$ cat src/rtl/i2s_tx_feeder.sv
// I2S transmitter feeder: generates SCLK/LRCK from the system clock, buffers
// stereo sample pairs in a small FIFO, and updates the parallel left/right
// words at mid-slot points so the transmitter never sees a word change near
// the LRCK edge at which it loads that word.
module i2s_tx_feeder #(
    parameter int PDATA_WIDTH = 32,
    parameter int SCLK_DIV    = 4,
    parameter int FIFO_DEPTH  = 4
) (
    input  logic                          clk_in,
    input  logic                          rst_in,
    input  logic                          en_in,
    input  logic                          s_valid_in,
    output logic                          s_ready_out,
    input  logic [PDATA_WIDTH-1:0]        s_ldata_in,
    input  logic [PDATA_WIDTH-1:0]        s_rdata_in,
    output logic                          sclk_out,
    output logic                          lrck_out,
    output logic [PDATA_WIDTH-1:0]        pldata_out,
    output logic [PDATA_WIDTH-1:0]        prdata_out,
    output logic [$clog2(FIFO_DEPTH):0]   level_out,
    output logic                          underrun_out
);

    localparam int DIV_W = (SCLK_DIV > 1) ? $clog2(SCLK_DIV) : 1;
    localparam int BIT_W = $clog2(2 * PDATA_WIDTH);
    localparam int PTR_W = $clog2(FIFO_DEPTH);
    localparam int LVL_W = PTR_W + 1;

    localparam logic [DIV_W-1:0] DIV_LAST  = DIV_W'(SCLK_DIV - 1);
    localparam logic [BIT_W-1:0] BIT_LAST  = BIT_W'(2 * PDATA_WIDTH - 1);
    localparam logic [BIT_W-1:0] RIGHT_BIT = BIT_W'(PDATA_WIDTH / 2);
    localparam logic [BIT_W-1:0] SLOT_BIT  = BIT_W'(PDATA_WIDTH);
    localparam logic [BIT_W-1:0] POP_BIT   = BIT_W'(PDATA_WIDTH + PDATA_WIDTH / 2);
    localparam logic [LVL_W-1:0] LVL_FULL  = LVL_W'(FIFO_DEPTH);

    logic [DIV_W-1:0]         div_cnt;
    logic [BIT_W-1:0]         bit_cnt;
    logic [BIT_W-1:0]         bit_next;
    logic                     tick;
    logic                     fall;
    logic                     pop_evt;
    logic                     right_evt;

    logic [2*PDATA_WIDTH-1:0] mem [FIFO_DEPTH];
    logic [PTR_W-1:0]         wr_ptr;
    logic [PTR_W-1:0]         rd_ptr;
    logic [LVL_W-1:0]         level;
    logic                     fifo_empty;
    logic                     fifo_full;
    logic                     push;
    logic                     pop;
    logic [PDATA_WIDTH-1:0]   pending;

    // Event decode: divider wrap, SCLK falling edge, and the two mid-slot update points
    always_comb begin
        tick       = en_in && (div_cnt == DIV_LAST);
        fall       = tick && sclk_out;
        bit_next   = (bit_cnt == BIT_LAST) ? '0 : bit_cnt + BIT_W'(1);
        pop_evt    = fall && (bit_next == POP_BIT);
        right_evt  = fall && (bit_next == RIGHT_BIT);
        fifo_empty = (level == '0);
        fifo_full  = (level == LVL_FULL);
        push       = s_valid_in && !fifo_full;
        pop        = pop_evt && !fifo_empty;
    end

    assign s_ready_out = !fifo_full;
    assign level_out   = level;

    // Bit clock generation; disabling parks everything at the start of a frame
    always_ff @(posedge clk_in or posedge rst_in) begin
        if (rst_in) begin
            div_cnt  <= '0;
            bit_cnt  <= '0;
            sclk_out <= 1'b0;
            lrck_out <= 1'b0;
        end else if (!en_in) begin
            div_cnt  <= '0;
            bit_cnt  <= '0;
            sclk_out <= 1'b0;
            lrck_out <= 1'b0;
        end else if (tick) begin
            div_cnt  <= '0;
            sclk_out <= ~sclk_out;
            if (fall) begin
                bit_cnt  <= bit_next;
                lrck_out <= (bit_next >= SLOT_BIT);
            end
        end else begin
            div_cnt <= div_cnt + DIV_W'(1);
        end
    end

    // FIFO storage; contents are only meaningful between the pointers, so no reset
    always_ff @(posedge clk_in) begin
        if (push) begin
            mem[wr_ptr] <= {s_ldata_in, s_rdata_in};
        end
    end

    // FIFO pointers and occupancy; an underrun pop never consumes the same-cycle push
    always_ff @(posedge clk_in or posedge rst_in) begin
        if (rst_in) begin
            wr_ptr <= '0;
            rd_ptr <= '0;
            level  <= '0;
        end else begin
            if (push) begin
                wr_ptr <= wr_ptr + PTR_W'(1);
            end
            if (pop) begin
                rd_ptr <= rd_ptr + PTR_W'(1);
            end
            case ({push, pop})
                2'b10:   level <= level + LVL_W'(1);
                2'b01:   level <= level - LVL_W'(1);
                default: level <= level;
            endcase
        end
    end

    // Word updates: left and pending right at mid right slot, right at mid left slot
    always_ff @(posedge clk_in or posedge rst_in) begin
        if (rst_in) begin
            pldata_out   <= '0;
            prdata_out   <= '0;
            pending      <= '0;
            underrun_out <= 1'b0;
        end else begin
            underrun_out <= pop_evt && fifo_empty;
            if (pop_evt) begin
                if (fifo_empty) begin
                    pldata_out <= '0;
                    pending    <= '0;
                end else begin
                    pldata_out <= mem[rd_ptr][2*PDATA_WIDTH-1:PDATA_WIDTH];
                    pending    <= mem[rd_ptr][PDATA_WIDTH-1:0];
                end
            end
            if (right_evt) begin
                prdata_out <= pending;
            end
        end
    end

endmodule
$ cat config.mk
export PLATFORM = sky130hd
export DESIGN_NAME = i2s_tx_feeder
export DESIGN_NICKNAME = d
export VERILOG_FILES = /design/src/rtl/i2s_tx_feeder.sv
export SDC_FILE = /design/constraint.sdc
export NUM_CORES = 1
export LEC_CHECK = 0
export CELL_PAD_IN_SITES_DETAIL_PLACEMENT = 1
export CELL_PAD_IN_SITES_GLOBAL_PLACEMENT = 2
export CORE_MARGIN = 8
export CORE_UTILIZATION = 51
export CTS_CLUSTER_SIZE = 12
export DETAILED_ROUTE_END_ITERATION = 10
export DONT_BUFFER_PORTS = 1
export GPL_TIMING_DRIVEN = 0
export HOLD_SLACK_MARGIN = 0.05
export PLACE_DENSITY = 0.89
export SYNTH_ARGS = -nofsm -noshare
export SYNTH_HDL_FRONTEND = slang
export SYNTH_SLANG_ARGS = --single-unit
$ cat constraint.sdc
create_clock -name clk_in -period 9.2 [get_ports clk_in]
set_input_delay 1.84 -clock clk_in [delete_from_list [all_inputs] [get_ports clk_in]]
set_output_delay 1.84 -clock clk_in [all_outputs]
set_load 0.05 [all_outputs]
* Yosys cells after proc, flatten, opt, wreduce, memory -nomap -nowiden *
Memories as Yosys holds them, arrays and structs flattened.
Cells that the tools add are included.

storage, ports and cells
  bits of input ports = 68
  flip-flop bits (word level) = 114
  logic and storage cells = 57
  RAM bits = 256
  memories kept = 1

memory list
  memory  depth  width  read ports  clocked after memory_dff  wr ports  RTL line  text
  mem     4      64     1           0                         1         45        logic [2*PDATA_WIDTH-1:0] mem [FIFO_DEPTH];

operators by class
  bitwise operators = 1
  magnitude comparators = 1
  add/sub/neg operators = 6
  equal/unequal tests = 9
  mux-type cells = 16
  reductions and logical operators = 12

operator list
  kind                                                       count
  2-to-1 mux 32 bit                                          2
  2-to-1 mux 6 bit                                           4
  == test 6 bit (second input constant)                      2
  logical AND 1 bit                                          7
  2-to-1 mux 1 bit                                           7
  adder 2 x 1 -> 2 bit (second input constant)               3
  adder 6 x 1 -> 6 bit (second input constant)               1
  == test 6 x 5 -> 1 bit (second input constant)             1
  greater-or-equal comparator 6 bit (second input constant)  1
  case mux 3 bit (2 select lines)                            1
  == test 2 bit (second input constant)                      2
  2-to-1 mux 2 bit                                           2
  != test 2 x 1 -> 1 bit (second input constant)             2
  adder 3 x 1 -> 3 bit (second input constant)               1
  == test 3 bit (second input constant)                      1
  logical NOT 3 bit                                          1
  subtractor 3 x 1 -> 3 bit (second input constant)          1
  == test 2 x 1 -> 1 bit (second input constant)             1
  logical NOT 1 bit                                          2
  AND reduction 2 bit                                        1
  nonzero test 2 bit                                         1
  inverter 1 bit                                             1

* Logic depth before layout (Yosys ltp) *
  depth after elaboration = 7
  mapped depth = 13

* Worst setup path before layout *
OpenSTA, ideal clock, no wires.

  path type = input to register
  start point = input port s_valid_in
  end point = memory mem[2][0] (netlist name) (enable)
  data arrival time = 3.395 ns
  library setup time = 0.429 ns
  stages = 1
  data required time = 8.771 ns
  path slack = 5.376 ns
  cell sequence = and3_1

between the ends
  longest elaborated chain between the ends = 3

ends and longest elaborated chain
  element                                 RTL line  text
  start: declaration                      13        input logic s_valid_in,
  logical AND 1 bit                       64        push = s_valid_in && !fifo_full;
  2-to-1 mux 1 bit                        97        if (push) begin
  2-to-1 mux 1 bit (not written as such)  98        mem[wr_ptr] <= {s_ldata_in, s_rdata_in};
  end: declaration                        45

Every way passes these cells.

* Final worst setup path *
  start point = register level[0] (netlist: level_out[0])
  end point = output port s_ready_out

between the ends
  longest elaborated chain between the ends = 2

ends and longest elaborated chain
  element                   RTL line  text
  start: declaration        48        logic [LVL_W-1:0] level;
  start signal: assignment  116       2'b10: level <= level + LVL_W'(1);
  start signal: assignment  117       2'b01: level <= level - LVL_W'(1);
  start signal: assignment  118       default: level <= level;
  == test 3 bit             63        fifo_full = (level == LVL_FULL);
  logical NOT 1 bit         68        assign s_ready_out = !fifo_full;
  end: declaration          14        output logic s_ready_out,

Every way passes these cells.

==> qor.yml <==
outcome:
  status: "completed"
floorplan:
  row_count: 60
  die_height_um: 181
  die-area_mm2: 0.0327
  start_util: 0.516
  coreArea_mm2: 0.0268
  die_w_um: 181
  ios: 139
global_routing:
  grt_max_degree: 77
  grt_pass1_vias: 7712
  grt-ovfl-total: 0
  grt_pass1_wl_um: 44800
  antenna_found_initial: 0
  grt_use_total: 0.177
placed_design:
  place_ws_ps: 5090
  dp_hpwl_um: 18900
  port_buffers: 0
  place_inst: 1121
  globalplace.congestion: 0.788
  dpl-instance-area_mm2: 0.0144
layout:
  diodes: 0
  final_net_count: 899
  layoutNonFillerInstCount: 1194
  area_growth_pct: 13.2
  final_design_area_no_fill_mm2: 0.0157
  drive_gt1_frac: 0.203
  fin_util: 0.584
synth:
  synth_top_cell_by_area: "edfxtp_1"
  synth_ff_type: "edfxtp_1"
  synth_top_area_frac: 0.556
  synth_area_mm2: 0.0138
  synth_edf_count: 256
  synth_seq_area_share: 0.762
  avgSynthCellArea_um2: 17.9
  syn_inst: 775
  async_flop_share: 0.308
  ys_seq_elements: 370
  yosys-top-cells-count: "256 x edfxtp_1, 135 x nand2_1, 114 x dfrtp_1"
  synth-warning-count: 0
  yosys-top-cells-area: "edfxtp_1 56%, dfrtp_1 21%, mux4_2 10%, nand2_1 3.7%, mux2_2 2.6%"
  syn_nets: 852
  synth_cell_types: 33
  synth.most_common_cell: "edfxtp_1"
timing:
  postLayoutSetupSlackWorst_ps: 5410
  final.period_utilization: 0.412
  max_slew_margin: 0.397
  fin_skew_ps: 30.1
  slew_violations: 0
  fin_hold_ws_ps: 453
  max_freq_ghz: 0.264
  finalSetupViolCount: 0
  rsz0062_at_grt: "false"
  worst_pin_slew_ps: 905
  setup_tns_ps: 0
  hold_viol: 0
  fin_crit_ps: 3790
clock_tree:
  ctsHoldBuffers: 0
  cts_resized: 0
  htreeDepth: 2
  clock_latency_ps: 530
  cts_root_buf: "clkbuf_16"
  numClockSinks: 370
  cts_tree: "done"
  clockBufferDepth: 3
  cts_buffers: 40
  path_clk_slew_ps: 60
  post-cts-setup-buffers: 0
min_path:
  hp-class: "flip-flop to flip-flop"
  min_to: "div_cnt[0]"
  hold_path_depth: 1
  hp-start: "div_cnt[0]"
critical_path:
  endpoint_kind: "output port"
  crit_type: "flip-flop to output port"
  cp_top_family: "flip-flops"
  crit_path_cell_trace: "inv_1, nand3_1"
  reg2reg_depth: 12
  crit_required_ps: 7360
  worstReg2RegStart: "sclk_out"
  crit_path_top_delay_cell: "dfrtp_1"
  worstPathArrival_ps: 1950
  cp.buffers_inverters: 1
  reg2reg_to: "level_out[2]"
  max_stage_delay_ps: 690
  start_kind: "flip-flop"
  crit_fanout: 6
  r2r_slack_ps: 5660
run:
  drv_cap: 0
power_and_ir_drop:
  leakage_nw: 5.78
  peakVddDrop_mv: 0.175
  power_density_mw_per_mm2: 259
  total_power_mw: 4.05
drt:
  viasPerCell: 5.67
  drc_errors: 0
  antenna_left: 0
  num_vias: 6770
  wl_per_cell_um: 24.1
  wl_um: 28700
  dr.first_iter.drc_count: 374
  dr.pass1.iters: 4
[flip-flops by register name (all words and copies together), names as in the netlist, 3 cells and up]
register,count
mem,256
pldata_out,32
pending,32
prdata_out,32
bit_cnt,6
level_out,3
[how the worst max path moves through the flow]
stage                      start             end  slack, ps  cells past startpoint
floorplan                 rst_in      bit_cnt[0]       4340                      1
global placement          rst_in  pldata_out[20]       2960                      1
detailed placement         en_in    level_out[2]       5090                     10
CTS                 level_out[1]     s_ready_out       5380                      2
global route        level_out[1]     s_ready_out       5330                      2
finish              level_out[0]     s_ready_out       5410                      2
[final cells by class]
cell class                 instances  area (µm²)
fill                            2342       11100
sequential                       370       10500
multi-input combinational        356        3110
clock buffer                      64        1180
tap                              341         427
buffer                            40         175
timing repair buffer               5         108
clock inverter                     9        82.6
inverter                           9        38.8
[per-layer routing]
metal,global-route usage,up-vias,wire [µm]
li1,-,3017,-
met1,0.197,3526,10900
met2,0.319,179,15000
met3,0.0574,48,2150
met4,0.0549,0,705
met5,0,-,0
[where the power goes]
group | total, mW | leakage [nW] | internal (mW) | switching, mW
logic | 0.398 | 1.23 | 0.127 | 0.271
registers | 2.13 | 3.93 | 2.05 | 0.0836
clock network | 1.52 | 0.621 | 0.912 | 0.609
total | 4.05 | 5.78 | 3.09 | 0.963
[kinds of logic after synthesis]
kind of cell | count (synthesis) | share of synthesized area
AOI/OAI and AO/OA | 76 | 0.0288
xor gates and xnor gates | 11 | 0.00696
adders and majority gates | 9 | 0.00868
buffers and inverters | 49 | 0.0151
DFF | 370 | 0.762
muxes | 98 | 0.132
and+or+nand+nor | 162 | 0.0471
[placed cells by master (no fill, tap or decap), drive strengths merged, types with 11 or more instances in the layout]
cell type and instances:
buf 18, clkbuf 91, dfrtp 114, edfxtp 256
inv 11, mux2 32, mux4 64, nand2 135
o21ai 67
Power figures use the tool's default switching activity.
